$ cat src/rtl/room_controller_pkg.sv
// Shared types and map geometry for the room controller and its neighbour lookup.
package room_controller_pkg;

  typedef enum logic [2:0] {
    DOOR_NONE  = 3'd0,
    DOOR_EAST  = 3'd1,
    DOOR_WEST  = 3'd2,
    DOOR_NORTH = 3'd3,
    DOOR_SOUTH = 3'd4
  } door_e;

  typedef enum logic [1:0] {
    IDLE     = 2'd0,
    FADE_OUT = 2'd1,
    SWAP     = 2'd2,
    FADE_IN  = 2'd3
  } state_e;

  localparam int         MAP_COLS = 3;
  localparam int         MAP_ROWS = 2;
  localparam logic [2:0] FADE_MAX = 3'd7;

endpackage

$ cat src/rtl/room_controller_room_map.sv
// Combinational neighbour lookup on the 3x2 room grid; rooms off the grid have no exits.
module room_map
  import room_controller_pkg::*;
(
  input  logic [2:0] room,
  input  logic [2:0] doorcode,
  output logic [2:0] next_room,
  output logic       valid
);

  localparam logic [2:0] COLS  = 3'(MAP_COLS);
  localparam logic [2:0] ROOMS = 3'(MAP_ROWS * MAP_COLS);

  logic       on_map;
  logic       row1;
  logic [2:0] col;

  always_comb begin
    next_room = room;
    valid     = 1'b0;
    on_map    = (room < ROOMS);
    row1      = (room >= COLS);
    col       = row1 ? (room - COLS) : room;
    if (on_map) begin
      case (doorcode)
        DOOR_EAST:  if (col < COLS - 3'd1) begin next_room = room + 3'd1; valid = 1'b1; end
        DOOR_WEST:  if (col != 3'd0)       begin next_room = room - 3'd1; valid = 1'b1; end
        DOOR_NORTH: if (row1)              begin next_room = room - COLS; valid = 1'b1; end
        DOOR_SOUTH: if (!row1)             begin next_room = room + COLS; valid = 1'b1; end
        default: ;
      endcase
    end
  end

endmodule

$ cat src/rtl/room_controller.sv
// Room sequencer: accepts exits on frame ticks and swaps rooms, optionally with a
// fade-out/fade-in around the swap when ROOM_FADE_EN is defined.
module room_controller
  import room_controller_pkg::*;
#(
  parameter logic [2:0] START_ROOM       = 3'd0,
  parameter int         FADE_STEP_FRAMES = 1
) (
  input  logic       Clk,
  input  logic       Reset,
  input  logic       frame_clk,
  input  logic [2:0] doorcode,
  output logic [2:0] room,
  output logic [2:0] fade_level,
  output logic       busy
);

  if (FADE_STEP_FRAMES < 1 || FADE_STEP_FRAMES > 15) begin : g_bad_step
    $error("FADE_STEP_FRAMES out of range 1..15");
  end

  state_e     state_reg, state_next;
  logic [2:0] room_reg, target_reg;
  logic       frame_d_reg;
  logic       frame_edge;
  logic [2:0] map_next;
  logic       map_valid;

  assign frame_edge = frame_clk & ~frame_d_reg;

  room_map u_room_map (
    .room      (room_reg),
    .doorcode  (doorcode),
    .next_room (map_next),
    .valid     (map_valid)
  );

  always_ff @(posedge Clk or posedge Reset) begin
    if (Reset) begin
      frame_d_reg <= 1'b0;
      state_reg   <= IDLE;
      room_reg    <= START_ROOM;
      target_reg  <= 3'd0;
    end else begin
      frame_d_reg <= frame_clk;
      state_reg   <= state_next;
      if (state_reg == IDLE && frame_edge && map_valid)
        target_reg <= map_next;
      if (state_reg == SWAP)
        room_reg <= target_reg;
    end
  end

`ifdef ROOM_FADE_EN
  localparam logic [3:0] STEP_LAST = 4'(FADE_STEP_FRAMES - 1);

  logic [3:0] step_reg, step_next;
  logic [2:0] level_reg, level_next;

  always_ff @(posedge Clk or posedge Reset) begin
    if (Reset) begin
      step_reg  <= 4'd0;
      level_reg <= 3'd0;
    end else begin
      step_reg  <= step_next;
      level_reg <= level_next;
    end
  end

  // Levels move only on the last frame tick of each step; the saturation guards keep them in 0..7.
  always_comb begin
    state_next = state_reg;
    step_next  = step_reg;
    level_next = level_reg;
    case (state_reg)
      IDLE: begin
        if (frame_edge && map_valid) begin
          state_next = FADE_OUT;
          step_next  = 4'd0;
        end
      end
      FADE_OUT: begin
        if (frame_edge) begin
          if (step_reg >= STEP_LAST && level_reg != FADE_MAX) begin
            step_next  = 4'd0;
            level_next = level_reg + 3'd1;
            if (level_next == FADE_MAX) state_next = SWAP;
          end else begin
            step_next = step_reg + 4'd1;
          end
        end
      end
      SWAP: begin
        state_next = FADE_IN;
        step_next  = 4'd0;
      end
      FADE_IN: begin
        if (frame_edge) begin
          if (step_reg >= STEP_LAST && level_reg != 3'd0) begin
            step_next  = 4'd0;
            level_next = level_reg - 3'd1;
            if (level_next == 3'd0) state_next = IDLE;
          end else begin
            step_next = step_reg + 4'd1;
          end
        end
      end
      default: state_next = IDLE;
    endcase
  end

  assign fade_level = level_reg;
`else
  always_comb begin
    state_next = state_reg;
    case (state_reg)
      IDLE:    if (frame_edge && map_valid) state_next = SWAP;
      SWAP:    state_next = IDLE;
      default: state_next = IDLE;
    endcase
  end

  assign fade_level = 3'd0;
`endif

  assign room = room_reg;
  assign busy = (state_reg != IDLE);

endmodule

$ cat config.mk
export PLATFORM = sky130hd
export DESIGN_NAME = room_controller
export DESIGN_NICKNAME = d
export VERILOG_FILES = /design/src/rtl/room_controller_pkg.sv /design/src/rtl/room_controller_room_map.sv /design/src/rtl/room_controller.sv
export SDC_FILE = /design/constraint.sdc
export NUM_CORES = 1
export LEC_CHECK = 0
export ABC_AREA = 1
export CAP_MARGIN = 30
export CORE_ASPECT_RATIO = 0.9
export CORE_UTILIZATION = 24
export CTS_CLUSTER_DIAMETER = 30
export CTS_CLUSTER_SIZE = 20
export DETAILED_ROUTE_END_ITERATION = 6
export GPL_TIMING_DRIVEN = 0
export SETUP_SLACK_MARGIN = 0.15
export SYNTH_ARGS = -nofsm -noshare
export SYNTH_HDL_FRONTEND = slang
export SYNTH_SLANG_ARGS = --single-unit
$ cat constraint.sdc
create_clock -name Clk -period 2.6 [get_ports Clk]
set_input_delay 0.39 -clock Clk [delete_from_list [all_inputs] [get_ports Clk]]
set_output_delay 0.39 -clock Clk [all_outputs]
set_load 0.005 [all_outputs]
### Word level (Yosys, flattened, before mapping)

Cells that the tools add are included.

| storage, ports and cells | value |
|---|---|
| output and inout bits | 7 |
| word-level logic and storage cells | 39 |
| register bits | 9 |
| input bits | 6 |

| cells by class | value |
|---|---|
| add/subtract/negate cells | 4 |
| $lt $le $gt $ge | 3 |
| reductions and logical operators | 6 |
| muxes and demuxes | 14 |
| eq/ne operators | 6 |
| bitwise logic cells | 2 |

Operators with widths:

| operator | number |
|---|---|
| $mux W3 | 5 |
| $pmux W3 S4 | 1 |
| $eq A3 B2 Y1 const B | 2 |
| $mux W1 | 5 |
| $mux W2 | 2 |
| $pmux W1 S4 | 1 |
| $add A3 B1 Y3 const B | 1 |
| $add A3 B2 Y3 const B | 1 |
| $eq A3 B1 Y1 const B | 1 |
| $eq A3 B3 Y1 const B | 1 |
| $ge A3 B2 Y1 const B | 1 |
| $logic_and A1 B1 Y1 | 3 |
| $lt A3 B2 Y1 const B | 1 |
| $lt A3 B3 Y1 const B | 1 |
| $reduce_bool A3 Y1 | 1 |
| $sub A3 B1 Y3 const B | 1 |
| $sub A3 B2 Y3 const B | 1 |
| $eq A2 B2 Y1 const B | 1 |
| $logic_not A2 Y1 | 1 |
| $ne A2 B1 Y1 const B | 1 |
| $reduce_bool A2 Y1 | 1 |
| $and A1 B1 Y1 | 1 |
| $not A1 Y1 | 1 |

### Depth between registers and ports, before layout

| logic depth | value |
|---|---|
| depth in word-level cells | 9 |
| mapped depth | 14 |
| gate-level depth less buffers | 13 |

### Cells and area by module

Synthesis repeated with hierarchy kept, for this count alone.

| second synthesis, totals | value |
|---|---|
| cells, all modules | 120 |
| area total of the unflattened synthesis | 763.2 µm² |

By module, submodules not included:

| module | cells an instance | instances | area an instance (µm²) | seq. area each (µm²) |
|---|---|---|---|---|
| room_map | 84 | 1 | 434.2 | 0.0 |
| room_controller | 36 | 1 | 329.1 | 200.2 |

### Worst setup path before layout

Ideal clock, no wire load.

| timing | value |
|---|---|
| path type | register -> register |
| start point | reg room_reg[0], in the netlist room[0] |
| end point | reg target_reg[1] |
| path slack | 0.878 ns |
| clock period less this slack | 1.722 ns |
| cell stages (with the launch flop) | 13 |
| arrival time | 1.605 ns |
| setup time | 0.116 ns |
| buffers on the path | 0 |
| required time | 2.484 ns |
| cell sequence | dfrtp_1 ha_1 ha_1 nor2_8 nand2_4 nand2_1 nand3_2 nand2_1 nand2_1 nand2_2 inv_2 nand2_1 nand2_1 |

| between the ends | value |
|---|---|
| longest elaborated chain between the ends | 7 |
| elaborated cells between the ends (all ways) | 21 |
| those cells by class | add/sub: 4; order compare: 3; mux: 12; reduce/logical: 2 |

RTL lines:

| item | line | RTL |
|---|---|---|
| from (decl) | room_controller.sv:23 | `logic [2:0] room_reg, target_reg;` |
| from (signal assigned) | room_controller.sv:50 | `room_reg <= target_reg;` |
| $sub A3 B2 Y3 or $ge A3 B2 Y1 (tied branches) | room_controller_room_map.sv:23, room_controller_room_map.sv:28, room_controller_room_map.sv:22 |  |
| $mux W3 | room_controller_room_map.sv:23, room_controller_room_map.sv:28 |  |
| $lt A3 B2 Y1 or $reduce_bool A3 Y1 (tied branches) | room_controller_room_map.sv:26, room_controller_room_map.sv:27 |  |
| $mux W1, on equally long branches | room_controller_room_map.sv:26, room_controller_room_map.sv:27 |  |
| $pmux W1 S4 | room_controller_room_map.sv:25 | `case (doorcode)` |
| $mux W1 | room_controller_room_map.sv:24 | `if (on_map) begin` |
| $logic_and A1 B1 Y1 | room_controller.sv:47 | `if (state_reg == IDLE && frame_edge && map_valid)` |
| to (signal assigned) | room_controller.sv:48 | `target_reg <= map_next;` |
| to (decl) | room_controller.sv:23 |  |

Parallel ways exist; a longest one is shown, timed or not.
A chain may end at the register's enable or synchronous reset.

### Worst setup path after layout

| timing | value |
|---|---|
| start point | reg room_reg[0], in the netlist room[0] |
| end point | reg target_reg[2] |

Same word-level chain as after synthesis.

==> results.json <==
{
  "die_w_um": 59.9,
  "post_drt_wl_per_cell_um": 9.65,
  "ys_async_sr_fraction_pct": 100,
  "ys_top_cells_by_area": "dfrtp_1 (28%), nand2_1 (17%), o21ai_0 (6.2%), inv_1 (5.7%), nor2_1 (5.7%)",
  "clkTransAtPathRegs_ns": 0.05,
  "min_path_type": "in2async",
  "antenna_cells": 0,
  "synth_seq_cells": 8,
  "p_clk_share_pct": 12.9,
  "vias_per_cell": 4.32,
  "synth_top_area_share_pct": 27.7,
  "cts_setup_buffers": 0,
  "register_area_um2": 200,
  "grt_remaining_overflow": 0,
  "setup_viol": 0,
  "max_freq_mhz": 534,
  "r2r_slack_ns": 0.73,
  "vias": 704,
  "clk_latency_ns": 0.25,
  "worstPathArrival_ns": 2.01,
  "report.final.hold_viol_count": 0,
  "dpl.hpwl_mm": 1.28,
  "clock_sinks": 8,
  "final_cell_area_um2": 893,
  "grt_max_degree": 10,
  "min_period_ns": 1.87,
  "run_status": "finished clean",
  "area_growth_pct": 23.5,
  "p_sw_uw": 323,
  "drc_errors": 0,
  "synth_edf_count": 0,
  "nets": 134,
  "dieArea_um2": 3240,
  "max_cap_violations": 0,
  "combPwrFrac_pct": 59.4,
  "yosysWarnings": 0,
  "yosysMostFrequentCell": "nand2_1",
  "grt_pass1_wl_mm": 2.55,
  "drt-total-wl_mm": 1.57,
  "start_util_pct": 25.9,
  "drt_pass1_iterations": 4,
  "vdd_drop_max_uv": 298,
  "power_frac_seq_pct": 27.7,
  "die_h_um": 54.1,
  "clk_path_buf_depth": 2,
  "yosys-top-cells-count": "nand2_1 (32), inv_1 (11), nor2_1 (11), o21ai_0 (9)",
  "p_per_area_nw_per_um2": 801,
  "drt_iter0_drc": 13,
  "required_ns": 2.74,
  "rows": 18,
  "fillers": 314,
  "p_leak_uw": 0.000441,
  "fin_tns_setup_ns": 0,
  "postCtsHoldBufs": 0,
  "cts_buffers": 3,
  "root_buffer": "clkbuf_4",
  "cts_max_level": 1,
  "multi_input_area_um2": 444,
  "grt_antenna_before_repair": 0,
  "tritoncts": "yes",
  "num_io_pins": 13,
  "drtAntennaViolNets": 0,
  "min_period_over_period_pct": 72.1,
  "syn_area_um2": 723,
  "synth_seq_area_share_pct": 27.7,
  "crit_fanout": 8,
  "skew_ns": 0.00667,
  "core_um2": 2790,
  "path_class": "reg2reg",
  "slew_viol_final": 0,
  "switching_share_pct": 45.1,
  "syn_inst": 109,
  "ys_types": 25,
  "rsz0062_at_grt": "no",
  "setup.worst_path.end_class": "flop",
  "syn-mean-instance-area_um2": 6.63,
  "intPower_uw": 393,
  "synth_top_cell_by_area": "dfrtp_1",
  "start_kind": "flop",
  "synthFlopType": "dfrtp_1",
  "placed_cell_area_um2": 871,
  "place_congestion": 0.851,
  "grt_pass1_vias": 615,
  "port_buffers": 9,
  "final_util_pct": 32.0,
  "grt_usage_pct": 10.8,
  "post_cts_resized": 0,
  "drive_gt1_share_pct": 14.6,
  "finalPower_uw": 716
}
## cell families after synthesis
| family | count (synthesis) | synth area share, % |
|---|---|---|
| other | 1 | 0.519 |
| AOI/OAI and AO/OA | 14 | 10.9 |
| xor gates and xnor gates | 1 | 1.21 |
| DFF | 8 | 27.7 |
| buffers and inverters | 18 | 11.9 |
| and+or+nand+nor | 64 | 42.6 |
| adders and majority gates | 3 | 5.19 |
## critical path, stage by stage, from the launching register on
cell and delay [ns]:
dfrtp_1 0.48, ha_1 0.25, ha_1 0.23, nor2_8 0.13
nand2_4 0.08, nand2_1 0.12, nand3_2 0.09, nand2_1 0.06
nand2_1 0.06, nand2_2 0.09, inv_2 0.06, nand2_1 0.06
nand2_1 0.04
## area by class of cell
| class | count | share of cell area (%) |
|---|---|---|
| buffer | 4 | 3.78 |
| clock buffer | 3 | 2.52 |
| inverter | 14 | 5.88 |
| multi-input combinational | 85 | 49.7 |
| sequential | 8 | 22.4 |
| tap | 40 | 5.60 |
| timing repair buffer | 9 | 10.1 |
## per-stage QoR
stage          setup WS (ns)  instances  hold slack, ns
6_report               0.726        163           0.372
3_3_place_gp           0.667        160           0.468
3_5_place_dp           0.616        160           0.473
2_1_floorplan          0.878        111           0.206
4_1_cts                0.703        163           0.376
5_1_grt                0.548        163           0.410
## metal layers
metal / wire, µm / GRT usage [%] / vias up
li1: - / - / 373
met5: 0 / 0 / -
met3: 72 / 1.92 / 2
met2: 783 / 19.8 / 19
met1: 701 / 11.6 / 310
met4: 15 / 6.20 / 0
## power groups by stage
stage	clock, µW	sequential [µW]	combinational (µW)
finish	92.5	198	425
global route	105	202	474
CTS	97.9	199	430
detailed placement	0	200	428
global placement	0	199	422
floorplan	0	193	322
## layout by cell type (no fill, tap or decap), drive strengths merged
cell | netlist | routed
nand3b | 1 | 1
inv | 14 | 14
conb | 1 | 3
a21boi | 1 | 1
a31oi | 1 | 1
nand2 | 37 | 37
nand4 | 2 | 2
o211ai | 2 | 2
ha | 3 | 3
o21ai | 10 | 10
clkbuf | 0 | 3
dfrtp | 8 | 8
nor3b | 1 | 1
clkdlybuf4s50 | 0 | 9
xnor2 | 1 | 1
nor3 | 1 | 1
nor2 | 12 | 12
nand3 | 9 | 9
buf | 4 | 4
and2 | 1 | 1
## path summary, 6_finish.rpt
kind	startpoint	to	cells after the start
max in group asynchronous	Reset	state_reg[1]	2
hold / removal	Reset	room[0]	2
min in group Clk	target_reg[2]	target_reg[2]	2
hold reg to reg	target_reg[2]	target_reg[2]	2
setup reg to reg	room[0]	target_reg[2]	12
setup / recovery	room[0]	target_reg[2]	12
Note: power is estimated with default switching activity, not from simulation.
